$ cat config.mk
export PLATFORM = sky130hd
export DESIGN_NAME = branch_resolve_bht
export DESIGN_NICKNAME = d
export VERILOG_FILES = /design/src/rtl/branch_resolve_bht.sv
export SDC_FILE = /design/constraint.sdc
export NUM_CORES = 1
export LEC_CHECK = 0
export CORE_MARGIN = 2
export CORE_UTILIZATION = 55
export CTS_CLUSTER_SIZE = 12
export DETAILED_ROUTE_END_ITERATION = 10
export DONT_BUFFER_PORTS = 1
export MAX_ROUTING_LAYER = met4
export PLACE_DENSITY = 0.71
export SETUP_SLACK_MARGIN = 0.02
export SYNTH_ARGS = -nofsm -noshare
export SYNTH_HDL_FRONTEND = slang
export SYNTH_SLANG_ARGS = --single-unit
$ cat constraint.sdc
create_clock -name clk -period 9.7 [get_ports clk]
set_input_delay 2.425 -clock clk [delete_from_list [all_inputs] [get_ports clk]]
set_output_delay 2.425 -clock clk [all_outputs]
set_load 0.005 [all_outputs]
$ cat src/rtl/branch_resolve_bht.sv
// Execute-stage branch/jump resolution with a bimodal BHT, registered flush/redirect and squash window.
// Optional BRANCH_STATS_EN adds stat_branches / stat_mispredicts counters.
module branch_resolve_bht #(
   parameter int unsigned XLEN          = 32,
   parameter int unsigned BHT_ENTRIES   = 64,
   parameter int unsigned CTR_BITS      = 2,
   parameter int unsigned SQUASH_CYCLES = 1
) (
   input  logic            clk,
   input  logic            rst_n,
   input  logic [XLEN-1:0] if_pc,
   output logic            if_pred_taken,
   input  logic            is_valid,
   input  logic            is_stall,
   input  logic [6:0]      is_opcode,
   input  logic [2:0]      is_func3,
   input  logic [XLEN-1:0] is_pc,
   input  logic [XLEN-1:0] is_rs1_data,
   input  logic [XLEN-1:0] is_rs2_data,
   input  logic [XLEN-1:0] i_imm,
   input  logic            is_pred_taken,
   output logic            branch_flush,
   output logic [XLEN-1:0] branch_pc,
   output logic            misalign_exc
`ifdef BRANCH_STATS_EN
  ,output logic [31:0]     stat_branches,
   output logic [31:0]     stat_mispredicts
`endif
);

   localparam int unsigned IDX  = $clog2(BHT_ENTRIES);
   localparam int unsigned SQ_W = $clog2(SQUASH_CYCLES + 1);
   localparam logic [CTR_BITS-1:0] CTR_WEAK_NT = CTR_BITS'((1 << (CTR_BITS - 1)) - 1);
   localparam logic [CTR_BITS-1:0] CTR_MAX     = '1;
   localparam logic [6:0] OP_BRANCH = 7'b1100011;
   localparam logic [6:0] OP_JAL    = 7'b1101111;
   localparam logic [6:0] OP_JALR   = 7'b1100111;

   typedef enum logic {ST_RUN, ST_SQUASH} state_e;

   state_e              state_q, state_d;
   logic [SQ_W-1:0]     sq_cnt_q, sq_cnt_d;
   logic [CTR_BITS-1:0] bht_q [BHT_ENTRIES];
   logic [CTR_BITS-1:0] bht_d [BHT_ENTRIES];
   logic                branch_flush_q, branch_flush_d;
   logic [XLEN-1:0]     branch_pc_q, branch_pc_d;
   logic                misalign_exc_q, misalign_exc_d;

   logic            accept, is_cond, is_jump, is_jalr, cond_taken, actual_taken;
   logic            recognised, mispredict, do_flush, do_misalign;
   logic [XLEN-1:0] sum_pc, sum_rs1, target, fall_through;
   logic [IDX-1:0]  look_idx, upd_idx;
   logic            unused_if_pc;

   assign look_idx      = if_pc[IDX+1:2];
   assign upd_idx       = is_pc[IDX+1:2];
   assign unused_if_pc  = ^if_pc;
   assign if_pred_taken = bht_q[look_idx][CTR_BITS-1];

   assign accept = is_valid & ~is_stall & (state_q == ST_RUN);

   always_comb begin
      is_cond    = 1'b0;
      is_jump    = 1'b0;
      cond_taken = 1'b0;
      case (is_opcode)
         OP_BRANCH: begin
            is_cond = 1'b1;
            case (is_func3)
               3'b000:  cond_taken = (is_rs1_data == is_rs2_data);
               3'b001:  cond_taken = (is_rs1_data != is_rs2_data);
               3'b100:  cond_taken = ($signed(is_rs1_data) <  $signed(is_rs2_data));
               3'b101:  cond_taken = ($signed(is_rs1_data) >= $signed(is_rs2_data));
               3'b110:  cond_taken = (is_rs1_data <  is_rs2_data);
               3'b111:  cond_taken = (is_rs1_data >= is_rs2_data);
               default: is_cond    = 1'b0;
            endcase
         end
         OP_JAL, OP_JALR: is_jump = 1'b1;
         default: ;
      endcase
   end

   assign is_jalr      = (is_opcode == OP_JALR);
   assign recognised   = is_cond | is_jump;
   assign actual_taken = is_jump | cond_taken;
   assign sum_pc       = is_pc + i_imm;
   assign sum_rs1      = is_rs1_data + i_imm;
   assign target       = is_jalr ? (sum_rs1 & {{(XLEN-1){1'b1}}, 1'b0}) : sum_pc;
   assign fall_through = is_pc + XLEN'(4);

   // JALR always redirects: fetch never knows its register-based target.
   assign mispredict  = is_jalr | (actual_taken != is_pred_taken);
   assign do_misalign = accept & recognised & actual_taken & target[1];
   assign do_flush    = accept & recognised & mispredict & ~do_misalign;

   always_comb begin
      branch_flush_d = do_flush;
      misalign_exc_d = do_misalign;
      branch_pc_d    = '0;
      if (do_flush || do_misalign) begin
         branch_pc_d = actual_taken ? target : fall_through;
      end
   end

   always_comb begin
      state_d  = state_q;
      sq_cnt_d = sq_cnt_q;
      case (state_q)
         ST_RUN: begin
            if (do_flush) begin
               state_d  = ST_SQUASH;
               sq_cnt_d = SQ_W'(SQUASH_CYCLES);
            end
         end
         ST_SQUASH: begin
            if (sq_cnt_q <= SQ_W'(1)) begin
               state_d  = ST_RUN;
               sq_cnt_d = '0;
            end else begin
               sq_cnt_d = sq_cnt_q - 1'b1;
            end
         end
         default: begin
            state_d  = ST_RUN;
            sq_cnt_d = '0;
         end
      endcase
   end

   always_comb begin
      bht_d = bht_q;
      if (accept && is_cond) begin
         if (cond_taken) begin
            if (bht_q[upd_idx] != CTR_MAX) bht_d[upd_idx] = bht_q[upd_idx] + 1'b1;
         end else begin
            if (bht_q[upd_idx] != '0) bht_d[upd_idx] = bht_q[upd_idx] - 1'b1;
         end
      end
   end

   always_ff @(posedge clk) begin
      if (!rst_n) begin
         state_q        <= ST_RUN;
         sq_cnt_q       <= '0;
         branch_flush_q <= 1'b0;
         branch_pc_q    <= '0;
         misalign_exc_q <= 1'b0;
         for (int unsigned i = 0; i < BHT_ENTRIES; i++) bht_q[i] <= CTR_WEAK_NT;
      end else begin
         state_q        <= state_d;
         sq_cnt_q       <= sq_cnt_d;
         branch_flush_q <= branch_flush_d;
         branch_pc_q    <= branch_pc_d;
         misalign_exc_q <= misalign_exc_d;
         bht_q          <= bht_d;
      end
   end

   assign branch_flush = branch_flush_q;
   assign branch_pc    = branch_pc_q;
   assign misalign_exc = misalign_exc_q;

`ifdef BRANCH_STATS_EN
   logic [31:0] stat_branches_q, stat_branches_d;
   logic [31:0] stat_mispredicts_q, stat_mispredicts_d;

   always_comb begin
      stat_branches_d    = stat_branches_q + {31'd0, accept & recognised};
      stat_mispredicts_d = stat_mispredicts_q + {31'd0, do_flush};
   end

   always_ff @(posedge clk) begin
      if (!rst_n) begin
         stat_branches_q    <= '0;
         stat_mispredicts_q <= '0;
      end else begin
         stat_branches_q    <= stat_branches_d;
         stat_mispredicts_q <= stat_mispredicts_d;
      end
   end

   assign stat_branches    = stat_branches_q;
   assign stat_mispredicts = stat_mispredicts_q;
`endif

endmodule
# Yosys cells after proc, flatten, opt, wreduce, memory -nomap -nowiden
# Cells that the tools add are included.
[word_totals] register_bits=164 inputBits=175 out_inout_bits=35 word_cells=148
[classes] n_addsub=6 order_cmp=8 n_eq_ne=14 muxes=26 bitwise_logic=15 n_reduce_logical=10
[op_table] cell="two-way mux 128 bit" n=3
[op_table] cell="bitwise mux 128 bit" n=2
[op_table] cell="adder 32 bit" n=2
[op_table] cell="greater-or-equal comparator 32 bit" n=2
[op_table] cell="less-than comparator 32 bit" n=2
[op_table] cell="two-way mux 32 bit" n=2
[op_table] cell="adder 32 x 3 -> 32 bit (second input constant)" n=1
[op_table] cell="== test 32 bit" n=1
[op_table] cell="!= test 32 bit" n=1
[op_table] cell="binary-select mux 2 bit (select 6 bit)" n=2
[op_table] cell="== test 7 bit (second input constant)" n=3
[op_table] cell="greater-or-equal comparator 7 bit (second input constant)" n=2
[op_table] cell="inverter 6 -> 7 bit" n=2
[op_table] cell="demux 2 bit (select 6 bit)" n=1
[op_table] cell="== test 3 bit (second input constant)" n=4
[op_table] cell="two-way mux 2 bit" n=5
[op_table] cell="two-way mux 1 bit" n=8
[op_table] cell="bitwise AND 1 bit" n=7
[op_table] cell="less-than comparator 7 x 1 -> 1 bit (second input constant)" n=1
[op_table] cell="case mux 1 bit (6 select lines)" n=1
[op_table] cell="OR reduction 6 bit" n=1
[op_table] cell="!= test 2 bit (second input constant)" n=2
[op_table] cell="case mux 1 bit (2 select lines)" n=2
[op_table] cell="nonzero test 2 bit" n=2
[op_table] cell="15 further kinds" n=20

# Logic depth before layout (Yosys ltp)
[logic_depth] ltp_word=12 mapped_depth=17 depth_no_buf=13

# Worst setup path before layout
# OpenSTA, ideal clock, no wires.
[synth_path] kind="in2out" start="input port if_pc[2]" end="output port if_pred_taken" arrival_time_ps=4837 required_time_ps=7275 setup_slack_ps=2438 path_stages=5 n_path_buf=2 path_cell_list="clkbuf_1 -> buf_1 -> mux4_2 -> mux4_2 -> mux4_2"
[synth_between] elab_chain_len=4
[synth_lines] element="start, declared" line="11" source="input logic [XLEN-1:0] if_pc,"
[synth_lines] element="inverter 6 -> 7 bit (implied by the code)" line="58" source="assign if_pred_taken = bht_q[look_idx][CTR_BITS-1];"
[synth_lines] element="binary-select mux 2 bit (select 6 bit)" line="58"
[synth_lines] element="two-way mux 2 bit (implied by the code) (2 in a row)" line="58"
[synth_lines] element="end, declared" line="12" source="output logic if_pred_taken,"
# Every way passes these cells. The select of a mux whose other input is x is not followed.

# Final worst setup path
[layout_path] start="input port is_rs2_data[18]" end="register bht_q[47] in the netlist's numbering"
[layout_between] elab_chain_len=5 elab_cells_between_ends=12 cone_classes="4 x order compare; 3 x eq/ne; 3 x mux; 2 x reduce/logical"
[layout_lines] element="start, declared" line="19" source="input logic [XLEN-1:0] is_rs2_data,"
[layout_lines] element="greater-or-equal comparator 32 bit (tied with other cells)" line="75" source="3'b111: cond_taken = (is_rs1_data >= is_rs2_data);"
[layout_lines] element="case mux 1 bit (6 select lines) *" line="69" source="case (is_func3)"
[layout_lines] element="two-way mux 1 bit *" line="66" source="case (is_opcode)"
[layout_lines] element="!= test 2 x 1 -> 1 bit (no line) / nonzero test 2 bit (equally long branches)"
[layout_lines] element="AND reduction 3 bit (no line)"
[layout_lines] element="end signal, assigned" line="156" source="bht_q <= bht_d;"
[layout_lines] element="end, declared" line="43" source="logic [CTR_BITS-1:0] bht_q [BHT_ENTRIES];"
# Every way passes the cells marked *; elsewhere a longest branch is shown, timed or not.
# A chain may end at the register's enable or synchronous reset.

==> flow_metrics.env <==
export IMPL_outcome="complete, no violations"
export IMPL_finalCritPeriodShare=0.686
export IMPL_cts_max_level=4
export IMPL_synth_compound_area_frac=0.210
export IMPL_cts_buffer_depth=2
export IMPL_ys_types=70
export IMPL_synth_top_family_by_area="simple AND/OR/NAND/NOR gates"
export IMPL_synth_xor_area_frac=0.0480
export IMPL_drc_errors=0
export IMPL_cts_resized=0
export IMPL_ant_nets=0
export IMPL_io_pins=210
export IMPL_yosys_area_top_type="dfxtp_1"
export IMPL_max_cap_viol_count=0
export IMPL_use_met1=0.390
export IMPL_internal_power_w=0.00119
export IMPL_p_sw_frac=0.314
export IMPL_worstSetupPathType="input port to flop"
export IMPL_end_kind="flop"
export IMPL_multiInputGateArea_sq_mm=0.00971
export IMPL_die_area_sq_mm=0.0261
export IMPL_synth_seq_cells=163
export IMPL_ys_flop_type="dfxtp_1"
export IMPL_syn_nets=1966
export IMPL_hold_class="flop to flop"
export IMPL_finalPower_w=0.00174
export IMPL_hold_viol=0
export IMPL_die_h_microns=162
export IMPL_drive_above_1_share=0.0988
export IMPL_cts_sinks=163
export IMPL_clkPwrFrac=0.407
export IMPL_cts_buffers=17
export IMPL_drtPass1Iterations=6
export IMPL_nFillCells=2216
export IMPL_post_cts_buffers=0
export IMPL_p_seq_frac=0.385
export IMPL_setup_tns_ps=0
export IMPL_synth_adder_area_share=0.0908
export IMPL_grt_start_max_net_pins=129
export IMPL_ys_seq_area_frac=0.239
export IMPL_clk_latency_ps=450
export IMPL_start_util=0.561
export IMPL_hold_ws_ps=486
export IMPL_grt_busiest_layer="met2"
export IMPL_gp_congestion=0.998
export IMPL_portBuffers=0
export IMPL_dr_total_vias=12809
export IMPL_arrival_ps=6950
export IMPL_setup_viol=0
export IMPL_max_freq_mhz=150
export IMPL_start_kind="input port"
export IMPL_grt_ovfl_total=0
export IMPL_p_comb_frac=0.208
export IMPL_tightest_slew_ps=1200
export IMPL_place_detailed_hpwl_mm=29.0
export IMPL_syn_area_sq_mm=0.0137
export IMPL_clk_pin_slew_ps=60
export IMPL_slew_viol_final=0
export IMPL_drt_iter0_drc=999
export IMPL_yosys_warnings=0
export IMPL_yosys_top_cells_area="dfxtp_1, mux2i_1, ha_1"
export IMPL_synthMuxAreaShare=0.132
export IMPL_cts_root_buffer="clkbuf_16"
export IMPL_row_count=57
export IMPL_cp_data_required_time_ps=9990
export IMPL_grt_pass1_vias=12157
export IMPL_coreArea_sq_mm=0.0244
export IMPL_avgSynthCellArea_sq_um=8.08
export IMPL_rsz0062_at_grt="no"
export IMPL_use_met3=0.0756
export IMPL_syn_inst=1693
export IMPL_p_per_area_mw_per_mm2=122
export IMPL_grt_pass1_wl_mm=65.1
export IMPL_async_flop_share=0
export IMPL_wl_mm=41.5
export IMPL_regArea_sq_mm=0.00326
export IMPL_skew_ps=18.3
export IMPL_cp_max_fo=48
export IMPL_synth_simple_area_share=0.226
export IMPL_post_drt_wl_per_cell_microns=21.5
export IMPL_syn2layout_area_growth_pct=4.60
export IMPL_finalCriticalPeriod_ps=6660
export IMPL_die_x_microns=162
export IMPL_antenna_found_initial=1
export IMPL_vdd_drop_max_mv=0.115
export IMPL_p_sw_w=0.000546
export IMPL_num_nets_final=1870
export IMPL_leakage_nw=5.94
export IMPL_postLayoutCoreUtil=0.586
export IMPL_met2_usage=0.522
export IMPL_cts_tree="done"
export IMPL_vias_per_cell=6.62
export IMPL_track_usage=0.321
export IMPL_synth_edf_count=0
export IMPL_relSlewSlack=0.201
export IMPL_synth_top_cell_area_share=0.239
export IMPL_holdBufCountCts=0
Yosys cell counts (all sizes together), types with 6 or more instances:
library cell	n
nand2	147
nor2	212
o22ai	36
a21oi	131
nand2b	16
dfxtp	163
a211oi	48
o21ai	35
clkbuf	99
nor3	20
or2	8
a22o	6
nor4	79
mux2i	133
a221oi	10
nand3	17
xnor2	45
o21a	9
a22oi	22
nor2b	6
o211ai	12
xor2	30
a31oi	7
or4	64
and3	10
buf	34
ha	96
mux4	21
a2111oi	6
inv	51
a21o	25
nand4	21
a311oi	6
per-layer routing:
metal / vias to the layer above / share of wire
li1: 6124 / -
met1: 6022 / 0.41
met2: 570 / 0.47
met3: 93 / 0.084
met4: 0 / 0.032
met5: - / 0
final cells by class:
cell class                 count  area share
antenna                        1    0.000175
clock buffer                  18      0.0300
clock inverter                14      0.0115
inverter                      51      0.0134
multi-input combinational   1346       0.679
sequential                   163       0.228
tap                          324      0.0283
timing repair buffer          18     0.00945
through the flow:
stage | area (sq um) | worst slack (ps) | std cells
5_1_grt | 14300 | 2900 | 1935
3_3_place_gp | 13700 | 2770 | 1902
6_report | 14300 | 3040 | 1935
2_1_floorplan | 13700 | 2440 | 1693
4_1_cts | 14300 | 3130 | 1934
3_5_place_dp | 13700 | 2690 | 1902
logic make-up (layout without fill, tap and decap cells):
family / Yosys count / count (layout)
and+or+nand+nor: 626 / 626
AOI/OAI and AO/OA: 393 / 393
buffers and inverters: 184 / 101
DFF: 163 / 163
muxes: 154 / 154
adders and majority gates: 98 / 98
xor gates and xnor gates: 75 / 75
other: 0 / 1
path summary, 6_finish.rpt:
| kind | cells after the start | slack (ps) | from | to |
|---|---|---|---|---|
| max | 14 | 3040 | is_rs2_data[18] | bht_q[47]$_SDFFE_PN0P_ |
| min | 2 | 490 | bht_q[99]$_SDFFE_PN0P_ | bht_q[99]$_SDFFE_PN0P_ |
| max reg2reg | 11 | 5670 | flop | flop |
| min reg2reg | 2 | 490 | bht_q[99]$_SDFFE_PN0P_ | bht_q[99]$_SDFFE_PN0P_ |
power groups by stage:
stage	clock network [W]	logic, W	registers, W
2_1_floorplan	0	0.000297	0.000684
3_5_place_dp	0	0.000354	0.000684
6_report	0.000708	0.000361	0.000669
4_1_cts	0.000713	0.000356	0.000669
3_3_place_gp	0	0.000348	0.000684
5_1_grt	0.000743	0.000398	0.000669
critical path: stages:
cell and delay (ps):
inv_1 20, ha_1 290, nand4_1 230, nor4_1 730
a211oi_1 140, a31oi_2 300, nor2_1 70, a211o_1 310
a311oi_4 440, buf_4 540, a21oi_1 200, o21ai_4 490
buf_4 550, mux2i_1 160
placed cells by master (no fill, tap or decap), types with 34 or more instances in the layout:
| master | n |
|---|---|
| o22ai_1 | 36 |
| inv_1 | 50 |
| mux2i_1 | 133 |
| a21oi_1 | 73 |
| nor4_1 | 79 |
| xnor2_1 | 45 |
| o21ai_0 | 34 |
| or4_1 | 64 |
| a21oi_2 | 57 |
| nand2_1 | 146 |
| ha_1 | 95 |
| dfxtp_1 | 163 |
| a211oi_1 | 47 |
| nor2_1 | 211 |
Note: power is estimated with default switching activity, not from simulation.
